===== config.mk =====
export PLATFORM = sky130hd
export DESIGN_NAME = serializador_nibbles
export DESIGN_NICKNAME = d
export VERILOG_FILES = /design/src/rtl/serializador_nibbles.sv
export SDC_FILE = /design/constraint.sdc
export NUM_CORES = 1
export LEC_CHECK = 0
export CAP_MARGIN = 40
export CORE_MARGIN = 5
export CORE_UTILIZATION = 40
export CTS_CLUSTER_DIAMETER = 200
export DETAILED_ROUTE_END_ITERATION = 10
export PLACE_DENSITY = 0.74
export SETUP_SLACK_MARGIN = 0.15
export SLEW_MARGIN = 30
export SYNTH_ARGS = -nofsm -noshare
export SYNTH_HDL_FRONTEND = slang
export SYNTH_SLANG_ARGS = --single-unit

===== constraint.sdc =====
create_clock -name clk -period 1.2 [get_ports clk]
set_input_delay 0.24 -clock clk [delete_from_list [all_inputs] [get_ports clk]]
set_output_delay 0.24 -clock clk [all_outputs]
set_load 0.02 [all_outputs]

===== src/rtl/serializador_nibbles.sv =====
// serializador_nibbles: feeder for bit_mayor. Accepts one pair of WIDTH-bit operands
// through a valid/ready handshake and shifts them out LSB-first, one bit pair per
// cycle. Because bit_mayor overwrites its selector on every differing bit, the
// LSB-first order leaves the selector on the most significant differing bit once
// the frame ends. `fin` strobes for the single cycle in which that result is final.
//
// Optional feature: define SERIAL_IGUALES_EN to add the frame_iguales output.
// It flags frames whose operands were equal, i.e. frames where the bit_mayor
// selector holds a stale value.
//
// Ports:
//   clk           in   clock, rising edge
//   reset_L       in   asynchronous active-low reset
//   in_valid      in   operand pair present on in_a/in_b
//   in_a, in_b    in   WIDTH-bit operands
//   in_ready      out  block can accept a pair (registered)
//   bm_a, bm_b    out  serial operand bits toward bit_mayor (registered)
//   bit_valid     out  bm_a/bm_b carry a frame bit this cycle (registered)
//   fin           out  one-cycle end-of-frame strobe (registered)
//   frame_iguales out  operands were equal; valid with fin (SERIAL_IGUALES_EN only)

module serializador_nibbles #(
  parameter int unsigned WIDTH = 4
) (
  input  logic             clk,
  input  logic             reset_L,
  input  logic             in_valid,
  input  logic [WIDTH-1:0] in_a,
  input  logic [WIDTH-1:0] in_b,
  output logic             in_ready,
  output logic             bm_a,
  output logic             bm_b,
  output logic             bit_valid,
  output logic             fin
`ifdef SERIAL_IGUALES_EN
  ,
  output logic             frame_iguales
`endif
);

  localparam int unsigned CntW = (WIDTH > 1) ? $clog2(WIDTH) : 1;
  localparam logic [CntW-1:0] LastCnt = CntW'(WIDTH - 1);

  typedef enum logic [0:0] {
    StIdle,
    StShift
  } state_e;

  state_e           state_q, state_d;
  logic [CntW-1:0]  cnt_q, cnt_d;
  logic [WIDTH-1:0] sh_a_q, sh_a_d;
  logic [WIDTH-1:0] sh_b_q, sh_b_d;
  logic             in_ready_q, in_ready_d;
  logic             bm_a_q, bm_a_d;
  logic             bm_b_q, bm_b_d;
  logic             bit_valid_q, bit_valid_d;
  logic             fin_q, fin_d;
  logic             accept;

`ifdef SERIAL_IGUALES_EN
  logic             eq_q, eq_d;
  logic             iguales_q, iguales_d;
`endif

  // in_ready_q is only ever 1 in StIdle, so it alone qualifies the handshake.
  assign accept = in_valid && in_ready_q;

  always_comb begin
    state_d     = state_q;
    cnt_d       = cnt_q;
    sh_a_d      = sh_a_q;
    sh_b_d      = sh_b_q;
    in_ready_d  = in_ready_q;
    bm_a_d      = bm_a_q;
    bm_b_d      = bm_b_q;
    bit_valid_d = bit_valid_q;
    fin_d       = 1'b0;
`ifdef SERIAL_IGUALES_EN
    eq_d        = eq_q;
    iguales_d   = 1'b0;
`endif

    unique case (state_q)
      StIdle: begin
        // Idle drives 00 so bit_mayor holds its selector; in_ready rises on the
        // first edge after reset release.
        in_ready_d  = 1'b1;
        bm_a_d      = 1'b0;
        bm_b_d      = 1'b0;
        bit_valid_d = 1'b0;
        if (accept) begin
          state_d     = StShift;
          sh_a_d      = in_a;
          sh_b_d      = in_b;
          bm_a_d      = in_a[0];
          bm_b_d      = in_b[0];
          bit_valid_d = 1'b1;
          in_ready_d  = 1'b0;
          cnt_d       = '0;
`ifdef SERIAL_IGUALES_EN
          eq_d        = (in_a == in_b);
`endif
        end
      end

      StShift: begin
        if (cnt_q == LastCnt) begin
          state_d     = StIdle;
          bm_a_d      = 1'b0;
          bm_b_d      = 1'b0;
          bit_valid_d = 1'b0;
          in_ready_d  = 1'b1;
          fin_d       = 1'b1;
`ifdef SERIAL_IGUALES_EN
          iguales_d   = eq_q;
`endif
        end else begin
          // sh_*_q[0] is the bit currently on the wire; [1] is the next one.
          bm_a_d = sh_a_q[1];
          bm_b_d = sh_b_q[1];
          sh_a_d = {1'b0, sh_a_q[WIDTH-1:1]};
          sh_b_d = {1'b0, sh_b_q[WIDTH-1:1]};
          cnt_d  = cnt_q + 1'b1;
        end
      end

      default: begin
        state_d = StIdle;
      end
    endcase
  end

  always_ff @(posedge clk or negedge reset_L) begin
    if (!reset_L) begin
      state_q     <= StIdle;
      cnt_q       <= '0;
      sh_a_q      <= '0;
      sh_b_q      <= '0;
      in_ready_q  <= 1'b0;
      bm_a_q      <= 1'b0;
      bm_b_q      <= 1'b0;
      bit_valid_q <= 1'b0;
      fin_q       <= 1'b0;
`ifdef SERIAL_IGUALES_EN
      eq_q        <= 1'b0;
      iguales_q   <= 1'b0;
`endif
    end else begin
      state_q     <= state_d;
      cnt_q       <= cnt_d;
      sh_a_q      <= sh_a_d;
      sh_b_q      <= sh_b_d;
      in_ready_q  <= in_ready_d;
      bm_a_q      <= bm_a_d;
      bm_b_q      <= bm_b_d;
      bit_valid_q <= bit_valid_d;
      fin_q       <= fin_d;
`ifdef SERIAL_IGUALES_EN
      eq_q        <= eq_d;
      iguales_q   <= iguales_d;
`endif
    end
  end

  assign in_ready  = in_ready_q;
  assign bm_a      = bm_a_q;
  assign bm_b      = bm_b_q;
  assign bit_valid = bit_valid_q;
  assign fin       = fin_q;
`ifdef SERIAL_IGUALES_EN
  assign frame_iguales = iguales_q;
`endif

endmodule


==> run metrics <==
outcome complete, no violations; final weighted congestion in routability-driven placement 0.712; RR Startpoint cnt_q[0]; leakage power figure 0.455 nW; flop and latch count out of synthesis 14; routed wirelength normalized by instance count 13.9 µm; Synth warnings 0; clock latency of the later-clocked register in the worst-skew pair 0.29 ns; clock skew after layout 0.0110 ns; synthesis-to-layout area growth 62.4%; Worst Setup Start Kind flip-flop; setup_tns 0 ns; Critical path origin cnt_q[0]; deepest level of the CTS H-tree 1; TritonCTS buffer count 3; number of buffers between clock root and the deepest sink 2; average instance area after synthesis 10.8 µm²; pin count of the biggest net entering global routing 11; Critical Path End Type flip-flop; Rows 13; Worst-path clk slew 0.09 ns; worst-margin pin slew 0.221 ns; maximum resistive drop on vdd 1.59 mV; flop-to-flop setup slack 0.1 ns; I/O pin total 16; Final Instance Area 945 µm²; overall die area 2320 µm²; critical path's slowest cell dfrtp_1; relative slew slack 0.852; number of detailed-route iterations in the first pass 2; Max Fanout on Critical Path 5; vias in the first global route 487; final max-slew violation count 0; sum of net half-perimeters after detailed placement 874 µm; master cell of the clock root buffer clkbuf_4; number of hold violations in the final report 0; TritonCTS clock tree built; instance area at placement 783 µm²; Initial Util 0.436; class of the tightest hold or removal check input port to asynchronous set/reset pin; cell-by-cell listing of the critical path ha_4 > nand2b_4 > o22ai_2 > nor2_1; overall power consumption 0.00252 W; final clock period utilization by the worst path 0.920; post-synthesis instance area 582 µm²; Iter 0 DRT Violations 3; height of the die 48.1 µm; number of cells traversed by the worst register-to-register path 4; arrival time reported for the critical path endpoint 1.28 ns; number of setup violations in the final report 0; RSZ-0062 raised after global routing true; GRT Total Usage 0.141; count of port buffers added during placement 15; highest achievable clock rate 906 MHz; worst r2r dst sh_a_q[2]; detailed-route via count 486; number of instances in the placed design 87; initial antenna violation count 0; critical path start-end classification flip-flop to flip-flop; DRC errors left 0; clock sink count 14; layout filler cell count 103; P per Cell Area 2670 nW/µm²; share of synthesized area occupied by flip-flops and latches 0.602; post-layout instance count excluding filler cells 97; final critical delay including setup and external delays 1.10 ns; largest stage delay on the critical path 0.43 ns; number of library cell types mapped by synthesis 18; Via-to-Cell Ratio 5.01; core area 1330 µm²; number of nets in the finished design 96; die width 48.1 µm; Detail Route Antenna Nets 0; total grt overflow 0; wire length of the first global-routing pass 2180 µm; proportion of layout cells with a drive suffix above 1 0.415; WL final 1350 µm; number of diodes 0; number of violations of the max-capacitance limit 0; Syn Nets 67; data required time at the worst endpoint 1.37 ns; hold_buf cts 0; core occupancy in the finished layout 0.708; cell count after synthesis 54
-- state kept, by name, indices dropped and copies added (netlist names) --
| signal | cells |
|---|---|
| sh_a_q | 3 |
| sh_b_q | 3 |
| cnt_q | 2 |
| bit_valid | 1 |
| bm_a | 1 |
| bm_b | 1 |
| fin | 1 |
| in_ready | 1 |
| state_q | 1 |
-- how the worst max path moves through the flow --
stage,to,cells past startpoint
2_1_floorplan,sh_a_q[1],5
3_3_place_gp,bm_a,4
3_5_place_dp,bm_b,4
4_1_cts,in_ready,1
5_1_grt,sh_a_q[2],5
6_report,sh_a_q[2],4
-- what timing repair did --
item                       in CTS  in global routing
gates cloned                    1                  1
pin swaps                       7                  2
setup buffers                   3                  1
gates resized for setup        41                  4
setup endpoints to repair      17                 17
-- cells in the final DEF (no fill, tap or decap) --
cell type | Yosys | final
dfrtp_1 | 14 | 13
clkdlybuf4s50_1 | 0 | 9
nand2_1 | 9 | 8
buf_4 | 0 | 8
buf_6 | 1 | 6
nor3_2 | 0 | 4
nor2_1 | 4 | 4
o22ai_2 | 0 | 3
nand3_1 | 4 | 3
clkbuf_4 | 0 | 3
nand2b_4 | 0 | 2
a22o_1 | 2 | 2
nand3b_4 | 0 | 1
and3b_1 | 1 | 1
nor2b_2 | 0 | 1
and2_1 | 1 | 1
nor2b_1 | 2 | 1
o22ai_1 | 4 | 1
o21ai_1 | 1 | 1
nand2_2 | 0 | 1
inv_1 | 1 | 1
a21oi_1 | 1 | 1
nand3_2 | 0 | 1
ha_4 | 0 | 1
ha_1 | 2 | 1
clkbuf_8 | 0 | 1
buf_2 | 1 | 1
dfrtp_2 | 0 | 1
dlygate4sd2_1 | 0 | 1
-- cells in the mapped netlist --
cell type / count / share of area
buf_2: 1 / 0.0086
a21oi_1: 1 / 0.0086
and2_1: 1 / 0.011
nand2b_1: 1 / 0.011
dfrtp_1: 14 / 0.60
o21ai_1: 1 / 0.0086
a22o_1: 2 / 0.030
and3b_1: 1 / 0.015
inv_1: 1 / 0.0064
o22ai_1: 4 / 0.043
nand2_1: 9 / 0.058
nor2_1: 4 / 0.026
buf_6: 1 / 0.019
nor3_1: 4 / 0.034
ha_1: 2 / 0.043
nand3_1: 4 / 0.034
nand3b_2: 1 / 0.019
nor2b_1: 2 / 0.022
-- metrics by stage --
stage | hold slack (ns) | setup WS (ns)
after floorplan | -0.0556 | 0.0700
after global placement | 0.462 | -0.126
after detailed placement | 0.474 | -0.149
after CTS | 0.157 | 0.0917
after global routing | 0.173 | 0.0348
final | 0.156 | 0.0958
-- where the power goes --
part	total [W]	internal, W	switching [W]
combinational	0.00131	0.000708	0.000600
clock	0.000341	0.000185	0.000156
sequential	0.000870	0.000695	0.000175
total	0.00252	0.00159	0.000931
-- critical path: cells and delay by family (launching register included) --
kind                     cells  cell delay [ns]
adder cells (fa/ha/maj)      1             0.19
AND/OR/NAND/NOR              2             0.23
AO/OA/AOI/OAI                1             0.14
flip-flops                   1             0.43
-- cell families (layout without fill, tap and decap cells) --
family | count (synthesis) | after routing | share of synthesized area
fa+ha+maj | 2 | 2 | 0.0430
compound gates | 8 | 8 | 0.0903
simple gates | 27 | 28 | 0.230
buf+inv | 3 | 30 | 0.0344
flops | 14 | 14 | 0.602
-- metal layers --
| metal | vias to the layer above | routed length (µm) | global-route usage |
|---|---|---|---|
| met4 | 0 | 15 | 0.0645 |
| met5 | - | 0 | 0 |
| met3 | 2 | 121 | 0.0590 |
| met2 | 17 | 610 | 0.232 |
| li1 | 244 | - | - |
| met1 | 223 | 602 | 0.157 |
-- area by class of cell --
class                           instances  area, µm²  share of cell area
Clock buffer                            4       36.3              0.0384
Timing Repair Buffer                   25        231               0.245
Sequential cell                        14        352               0.372
Tap cell                               15       18.8              0.0199
Inverter                                1       3.75             0.00397
Multi-Input combinational cell         38        303               0.321
Power figures use the tool's default switching activity.
